==> src/rtl/mem_arb_pkg.sv <==
// Shared types and constants for the two-master memory bus arbiter.
// Contents:
//   arb_state_t   - arbiter FSM states (IDLE, BUSY_M0, BUSY_M1)
//   master_id_t   - master identifier used for round-robin bookkeeping
//   ARB_ERR_RDATA - read data returned to a master whose access timed out
package mem_arb_pkg;

  typedef enum logic [1:0] {
    IDLE    = 2'd0,
    BUSY_M0 = 2'd1,
    BUSY_M1 = 2'd2
  } arb_state_t;

  typedef enum logic {
    M0 = 1'b0,
    M1 = 1'b1
  } master_id_t;

  localparam logic [31:0] ARB_ERR_RDATA = 32'hDEAD_BEEF;

endpackage

==> src/rtl/mem_arb_watchdog.sv <==
// Slave-response watchdog for mem_bus_arbiter.
// Only compiled when MEM_ARB_TIMEOUT_EN is defined.
// Ports:
//   clk, reset_n   - clock and asynchronous active-low reset
//   busy           - arbiter currently owns the slave for some master
//   s_mem_ready    - slave completion strobe
//   expire         - high in the BUSY cycle that reaches TIMEOUT_CYCLES
//                    without a slave ready
`ifdef MEM_ARB_TIMEOUT_EN
module mem_arb_watchdog #(
  parameter int TIMEOUT_CYCLES = 255
) (
  input  logic clk,
  input  logic reset_n,
  input  logic busy,
  input  logic s_mem_ready,
  output logic expire
);

  localparam int CNT_W = $clog2(TIMEOUT_CYCLES + 1);

  logic [CNT_W-1:0] cnt_q;
  logic [CNT_W-1:0] cnt_d;

  // cnt_q holds the number of completed BUSY cycles without ready, so the
  // Nth BUSY cycle sees N-1 and that is where the limit is declared.
  assign expire = busy & ~s_mem_ready & (cnt_q == CNT_W'(TIMEOUT_CYCLES - 1));

  // Next count: cleared outside BUSY so each transaction starts from zero.
  always_comb begin
    cnt_d = cnt_q;
    if (!busy) begin
      cnt_d = '0;
    end else if (s_mem_ready || expire) begin
      cnt_d = cnt_q;
    end else begin
      cnt_d = cnt_q + CNT_W'(1);
    end
  end

  // Count register.
  always_ff @(posedge clk or negedge reset_n) begin
    if (!reset_n) begin
      cnt_q <= '0;
    end else begin
      cnt_q <= cnt_d;
    end
  end

endmodule
`endif

==> src/rtl/mem_bus_arbiter.sv <==
// Two-master, one-slave round-robin arbiter on the PicoRV32 native memory bus.
// m0 is the CPU, m1 the loader/debug master; the slave is the BRAM controller.
// A grant is held until the slave returns ready (or the owner drops valid),
// and every transaction is followed by one IDLE cycle for re-arbitration.
// Ports:
//   clk, reset_n        - clock, asynchronous active-low reset
//   m0_mem_* / m1_mem_* - master request (valid/instr/addr/wdata/wstrb in,
//                         ready/rdata out)
//   s_mem_*             - slave request out, ready/rdata in
//   arb_err             - one-cycle timeout pulse
// Optional feature: MEM_ARB_TIMEOUT_EN enables a watchdog that completes a
// stalled access with ARB_ERR_RDATA after TIMEOUT_CYCLES BUSY cycles.
module mem_bus_arbiter
  import mem_arb_pkg::*;
#(
  parameter int ADDR_W         = 32,
  parameter int DATA_W         = 32,
  parameter int TIMEOUT_CYCLES = 255
) (
  input  logic                clk,
  input  logic                reset_n,
  input  logic                m0_mem_valid,
  input  logic                m0_mem_instr,
  input  logic [ADDR_W-1:0]   m0_mem_addr,
  input  logic [DATA_W-1:0]   m0_mem_wdata,
  input  logic [DATA_W/8-1:0] m0_mem_wstrb,
  output logic                m0_mem_ready,
  output logic [DATA_W-1:0]   m0_mem_rdata,
  input  logic                m1_mem_valid,
  input  logic                m1_mem_instr,
  input  logic [ADDR_W-1:0]   m1_mem_addr,
  input  logic [DATA_W-1:0]   m1_mem_wdata,
  input  logic [DATA_W/8-1:0] m1_mem_wstrb,
  output logic                m1_mem_ready,
  output logic [DATA_W-1:0]   m1_mem_rdata,
  output logic                s_mem_valid,
  output logic                s_mem_instr,
  output logic [ADDR_W-1:0]   s_mem_addr,
  output logic [DATA_W-1:0]   s_mem_wdata,
  output logic [DATA_W/8-1:0] s_mem_wstrb,
  input  logic                s_mem_ready,
  input  logic [DATA_W-1:0]   s_mem_rdata,
  output logic                arb_err
);

  arb_state_t state_q, state_d;
  master_id_t last_grant_q, last_grant_d;

  logic busy;
  logic owner_valid;
  logic timeout_fire;
  logic complete;

  assign busy = (state_q == BUSY_M0) || (state_q == BUSY_M1);

`ifdef MEM_ARB_TIMEOUT_EN
  logic expire;

  mem_arb_watchdog #(
    .TIMEOUT_CYCLES(TIMEOUT_CYCLES)
  ) u_watchdog (
    .clk        (clk),
    .reset_n    (reset_n),
    .busy       (busy),
    .s_mem_ready(s_mem_ready),
    .expire     (expire)
  );

  // A dropped valid already ends the access, so no error is raised for it.
  assign timeout_fire = expire & owner_valid;
`else
  // Watchdog limit has no meaning in this build.
  if (TIMEOUT_CYCLES == 0) begin : g_timeout_unused
  end
  assign timeout_fire = 1'b0;
`endif

  // Completion is only forwarded while the owner still requests.
  assign complete = owner_valid & (s_mem_ready | timeout_fire);
  assign arb_err  = timeout_fire;

  // Next-state and round-robin grant selection.
  always_comb begin
    state_d      = state_q;
    last_grant_d = last_grant_q;
    case (state_q)
      IDLE: begin
        if (m0_mem_valid && m1_mem_valid) begin
          if (last_grant_q == M1) begin
            state_d      = BUSY_M0;
            last_grant_d = M0;
          end else begin
            state_d      = BUSY_M1;
            last_grant_d = M1;
          end
        end else if (m0_mem_valid) begin
          state_d      = BUSY_M0;
          last_grant_d = M0;
        end else if (m1_mem_valid) begin
          state_d      = BUSY_M1;
          last_grant_d = M1;
        end else begin
          state_d = IDLE;
        end
      end
      BUSY_M0: begin
        if (!m0_mem_valid || s_mem_ready || timeout_fire) begin
          state_d = IDLE;
        end else begin
          state_d = BUSY_M0;
        end
      end
      BUSY_M1: begin
        if (!m1_mem_valid || s_mem_ready || timeout_fire) begin
          state_d = IDLE;
        end else begin
          state_d = BUSY_M1;
        end
      end
      default: begin
        state_d = IDLE;
      end
    endcase
  end

  // FSM and last-grant registers; M1 at reset so M0 wins the first tie.
  always_ff @(posedge clk or negedge reset_n) begin
    if (!reset_n) begin
      state_q      <= IDLE;
      last_grant_q <= M1;
    end else begin
      state_q      <= state_d;
      last_grant_q <= last_grant_d;
    end
  end

  // Slave request mux, driven purely by the current owner.
  always_comb begin
    owner_valid = 1'b0;
    s_mem_instr = 1'b0;
    s_mem_addr  = '0;
    s_mem_wdata = '0;
    s_mem_wstrb = '0;
    case (state_q)
      BUSY_M0: begin
        owner_valid = m0_mem_valid;
        s_mem_instr = m0_mem_instr;
        s_mem_addr  = m0_mem_addr;
        s_mem_wdata = m0_mem_wdata;
        s_mem_wstrb = m0_mem_wstrb;
      end
      BUSY_M1: begin
        owner_valid = m1_mem_valid;
        s_mem_instr = m1_mem_instr;
        s_mem_addr  = m1_mem_addr;
        s_mem_wdata = m1_mem_wdata;
        s_mem_wstrb = m1_mem_wstrb;
      end
      default: begin
        owner_valid = 1'b0;
      end
    endcase
  end

  assign s_mem_valid = owner_valid;

  // Return path: zero-latency ready to the owner only, shared read data.
  always_comb begin
    m0_mem_ready = complete & (state_q == BUSY_M0);
    m1_mem_ready = complete & (state_q == BUSY_M1);
    if (timeout_fire) begin
      m0_mem_rdata = DATA_W'(ARB_ERR_RDATA);
      m1_mem_rdata = DATA_W'(ARB_ERR_RDATA);
    end else begin
      m0_mem_rdata = s_mem_rdata;
      m1_mem_rdata = s_mem_rdata;
    end
  end

endmodule
==> config.mk <==
export PLATFORM = sky130hd
export DESIGN_NAME = mem_bus_arbiter
export DESIGN_NICKNAME = d
export VERILOG_FILES = /design/src/rtl/mem_arb_pkg.sv /design/src/rtl/mem_arb_watchdog.sv /design/src/rtl/mem_bus_arbiter.sv
export SDC_FILE = /design/constraint.sdc
export NUM_CORES = 1
export LEC_CHECK = 0
export BUFFER_PORTS_ARGS = -buffer_cell sky130_fd_sc_hd__buf_2
export CORE_AREA = 4 4 120 122
export DETAILED_ROUTE_END_ITERATION = 8
export DIE_AREA = 0 0 124 126
export PLACE_DENSITY = 0.46
export SETUP_SLACK_MARGIN = 0.05
export SLEW_MARGIN = 25
export SYNTH_ARGS = -nofsm -noshare
export SYNTH_HDL_FRONTEND = slang
export SYNTH_SLANG_ARGS = --single-unit
export TNS_END_PERCENT = 50
==> constraint.sdc <==
create_clock -name clk -period 5.45 [get_ports clk]
set_clock_uncertainty 0.05 [all_clocks]
set_input_delay 1.635 -clock clk [delete_from_list [all_inputs] [get_ports clk]]
set_output_delay 1.635 -clock clk [all_outputs]
set_load 0.02 [all_outputs]
Word-level counts from Yosys, hierarchy flattened
Index checks and enable logic that the tools add are counted.
- flip-flop bits (word level): 3
- input port bits: 175
- output and inout port bits: 137
- logic and storage cells: 31
- equal/unequal tests: 2
- multiplexer cells: 16
- bitwise logic cells: 3
- reductions and logical operators: 8
- operators with widths (kind ; count):
    one-hot mux 32 bit (2 select lines) ; 2
    two-way mux 2 bit ; 5
    one-hot mux 4 bit (2 select lines) ; 1
    one-hot mux 2 bit (3 select lines) ; 1
    two-way mux 1 bit ; 5
    one-hot mux 1 bit (2 select lines) ; 2
    bitwise AND 1 bit ; 3
    nonzero test 3 bit ; 1
    equality test 2 x 1 -> 1 bit, second input constant ; 1
    equality test 2 bit, second input constant ; 1
    logical NOT 1 bit ; 2
    logical NOT 2 bit ; 1
    logical OR 1 bit ; 2
    AND reduction 2 bit ; 1
    logical AND 1 bit ; 1

Logic depth before layout (Yosys ltp)
- word-level depth: 4
- mapped depth: 7
- gate-level depth less buffers: 5

Worst setup path before layout
Ideal clock, no wire load.
- path type: in2out
- start point: input port m1_mem_valid
- end point: output port m0_mem_ready
- arrival time: 2.273 ns
- data required time: 3.765 ns
- slack: 1.492 ns
- stages: 3
- buffers on the path: 0
- cell sequence: a22oi_1 -> nor2b_2 -> and3_1
- word-level cells in the longest chain between the ends: 3
- RTL lines (what ; line ; source):
    start, declared ; mem_bus_arbiter.sv:29 ; input logic m1_mem_valid,
    one-hot mux 1 bit (2 select lines) ; mem_bus_arbiter.sv:144 ; case (state_q)
    via s_mem_valid ; mem_bus_arbiter.sv:36 ; output logic s_mem_valid,
    bitwise AND 1 bit ; mem_bus_arbiter.sv:79 ; assign complete = owner_valid & (s_mem_ready | timeout_fire);
    bitwise AND 1 bit ; mem_bus_arbiter.sv:169 ; m0_mem_ready = complete & (state_q == BUSY_M0);
    end, declared ; mem_bus_arbiter.sv:27 ; output logic m0_mem_ready,
The timed path passes the listed nets, and every way through them passes these cells.

Worst setup path after layout
- start point: input port m1_mem_valid
- end point: output port m0_mem_ready
- word-level cells in the longest chain between the ends: 3
- RTL lines (what ; line):
    one-hot mux 1 bit (2 select lines) ; mem_bus_arbiter.sv:144
    bitwise AND 1 bit ; mem_bus_arbiter.sv:79
    bitwise AND 1 bit ; mem_bus_arbiter.sv:169
Every way passes these cells.

==> out/results.tsv <==
stage	metric	value	unit
sta	layout_setup_ws	1.387	ns
die	rows	42	
cts	cts.path.max_buffers	2	
setup_path	rrSetupSlack	3.71	ns
placed_design	dp_hpwl	6.127	mm
sta	max_freq	246.1	MHz
min_path	hold_start	last_grant_q$_DFFE_PN1P_	
sta	finalHoldViolCount	0	
cts	cts_resized	0	
sta	hold_ws	0.4810	ns
finish	final_common_cell	buf_2	
cts	cts_tree	yes	
global_routing	antenna_found_initial	1	
power_and_ir_drop	leakage	1.336	nW
finish	area_delta_synth_final	42.44	%
finish	mostFrequentLayoutCells	buf_2 (214), nor2b_1 (70), a22oi_1 (60), a22oi_2 (10), buf_4 (5)	
detailed_routing	antenna_left	0	
detailed_routing	drcViolationCount	0	
finish	nets	567	
finish	multi_input_area	1171	um2
setup_path	arrival	2.38	ns
synthesis	syn_area	1869	um2
sta	rsz0062_at_grt	false	
setup_path	worst_setup_path_start_kind	input port	
synthesis	syn_inst	251	
setup_path	crit_path_start	m1_mem_valid	
global_routing	grt-ovfl-total	0	
power_and_ir_drop	cellPowerDensity	411.1	nW/um2
global_routing	gr-usage-all-layers	8.775	%
setup_path	crit_top_cell	buf_2	
setup_path	r2r-end	state_q[0]$_DFF_PN0_	
die	die_width	124	um
sta	fin_crit_sh	74.54	%
die	die_h	126	um
setup_path	worstSetupPathType	in2out	
setup_path	slowest_delay	0.21	ns
synthesis	ys_seq_area_share	4.083	%
detailed_routing	wl	7.441	mm
min_path	whs_path_depth	2	
job	maxCapViolations	0	
detailed_routing	dr.pass1.iters	4	
synthesis	synth_nets	431	
placed_design	io_buffers	214	
setup_path	regToRegStartpoint	state_q[1]$_DFF_PN0_	
die	die_area	15620	um2
cts	path_clk_slew	0.03	ns
power_and_ir_drop	total_power	1.095	mW
setup_path	path_delay_family	buffers and inverters	
detailed_routing	wl_per_cell	13.24	um
cts	cts_root_buffer	clkbuf_16	
setup_path	r2r_cells	6	
placed_design	place_ws	1.389	ns
global_routing	grt_max_degree	54	
synthesis	ys_types	23	
finish	fillers	1500	
global_routing	grt_pass1_vias	2413	
min_path	hold_class	reg2reg	
detailed_routing	drtIter0Drc	42	
cts	cts_setup_buffers	0	
die	core_area	13190	um2
setup_path	end_kind	output port	
die	initial_core_util	14.17	%
finish	n_antenna_cell	0	
placed_design	place.gp.congestion	0.7608	
cts	insertion_delay	0.22	ns
power_and_ir_drop	ir_drop	0.0001521	V
run_status	status	finished, final reports clean	
detailed_routing	num_vias	2265	
setup_path	cp_max_fo	4	
cts	htree_levels	1	
finish	layout-drive-gt1-share	61.92	%
global_routing	grt_first_pass_wirelength	11.07	mm
sta	maxSlewViolCount	0	
setup_path	crit_slowest_cell	a22oi_1	
min_path	hold_path_end	last_grant_q$_DFFE_PN1P_	
detailed_routing	vias_per_cell	4.030	
sta	post-route-min-period	4.063	ns
die	ioPinCount	312	
sta	max_slew.worst_pin.slew	0.7232	ns
sta	setup_tns	0	ns
cts	cts.sinks	3	
synthesis	ys_warn_count	0	
synthesis	synth-seq-cells	3	
cts	ctsHoldBuffers	0	
setup_path	cp_data_required_time	3.76	ns
sta	slew_headroom	51.79	%
cts	cts_buffers	3	
setup_path	cp.buffers_inverters	2	
setup_path	path_cells	buf_2, a22oi_1, nor2b_2, and3_1, buf_2	
synthesis	synth_area_per_cell	7.447	um2
finish	regArea	76.32	um2
sta	setup_viol	0	
==> cells by family after synthesis <==
family	count (synthesis)	share of synthesized area, %
AO/OA/AOI/OAI	74	32.13
adder cells (fa/ha/maj)	5	3.347
buffers and inverters	90	33.67
flip-flops	3	4.083
other	1	0.2006
AND/OR/NAND/NOR	78	26.57
==> per-stage QoR <==
step | util (%) | instances | instance area (um2)
finish | 20.19 | 562 | 2663
global route | 20.19 | 562 | 2663
CTS | 20.19 | 562 | 2663
detailed placement | 19.59 | 558 | 2584
global placement | 19.57 | 558 | 2581
floorplan | - | 251 | 1869
==> synth_stat cells, drive strengths merged <==
cell | instances | area [um2]
a31oi | 1 | 6.260
a21oi | 3 | 18.77
ha | 5 | 62.56
nor2b | 71 | 446.7
dfrtp | 2 | 50.05
and3 | 2 | 12.51
inv | 2 | 7.510
nand2 | 1 | 3.750
a22oi | 70 | 575.6
clkbuf | 5 | 18.77
buf | 83 | 603.1
nor3b | 2 | 20.02
conb | 1 | 3.750
dfstp | 1 | 26.28
nand2b | 1 | 6.260
and2b | 1 | 7.510
==> state kept, by name, indices dropped and copies added (netlist names) <==
signal and count:
last_grant_q 1, state_q 2
==> report_power, final <==
part,leakage [nW],internal [mW],switching (mW)
clock network,0.0382,0.0965,0.0193
logic,1.26,0.388,0.548
registers,0.0365,0.0344,0.00879
==> worst max path at each step <==
stage | slack [ns] | cells after the start | endpoint
floorplan | 1.49 | 3 | m0_mem_ready
global placement | 1.42 | 5 | m0_mem_ready
detailed placement | 1.39 | 5 | m0_mem_ready
CTS | 1.39 | 5 | m0_mem_ready
global route | 1.33 | 5 | m0_mem_ready
finish | 1.39 | 5 | m0_mem_ready
==> layout make-up <==
type	count	share of cell area, %
multi-input combinational	158	43.98
timing repair buffer	219	41.64
tap	176	8.271
clock buffer	4	2.961
sequential	3	2.867
inverter	2	0.2820
==> worst min-delay path, cell delays in order (launching register included) <==
cell and delay [ns]:
dfstp_2 0.37, a21oi_1 0.10, a31oi_1 0.05
==> layer usage <==
| layer | GRT usage, % | share of wire, % | vias up |
|---|---|---|---|
| li1 | - | - | 1080 |
| met1 | 8.214 | 34 | 1010 |
| met2 | 17.37 | 52 | 146 |
| met3 | 2.466 | 12 | 27 |
| met4 | 3.479 | 2.6 | 2 |
| met5 | 0 | 0.17 | - |
Power figures use the tool's default switching activity.
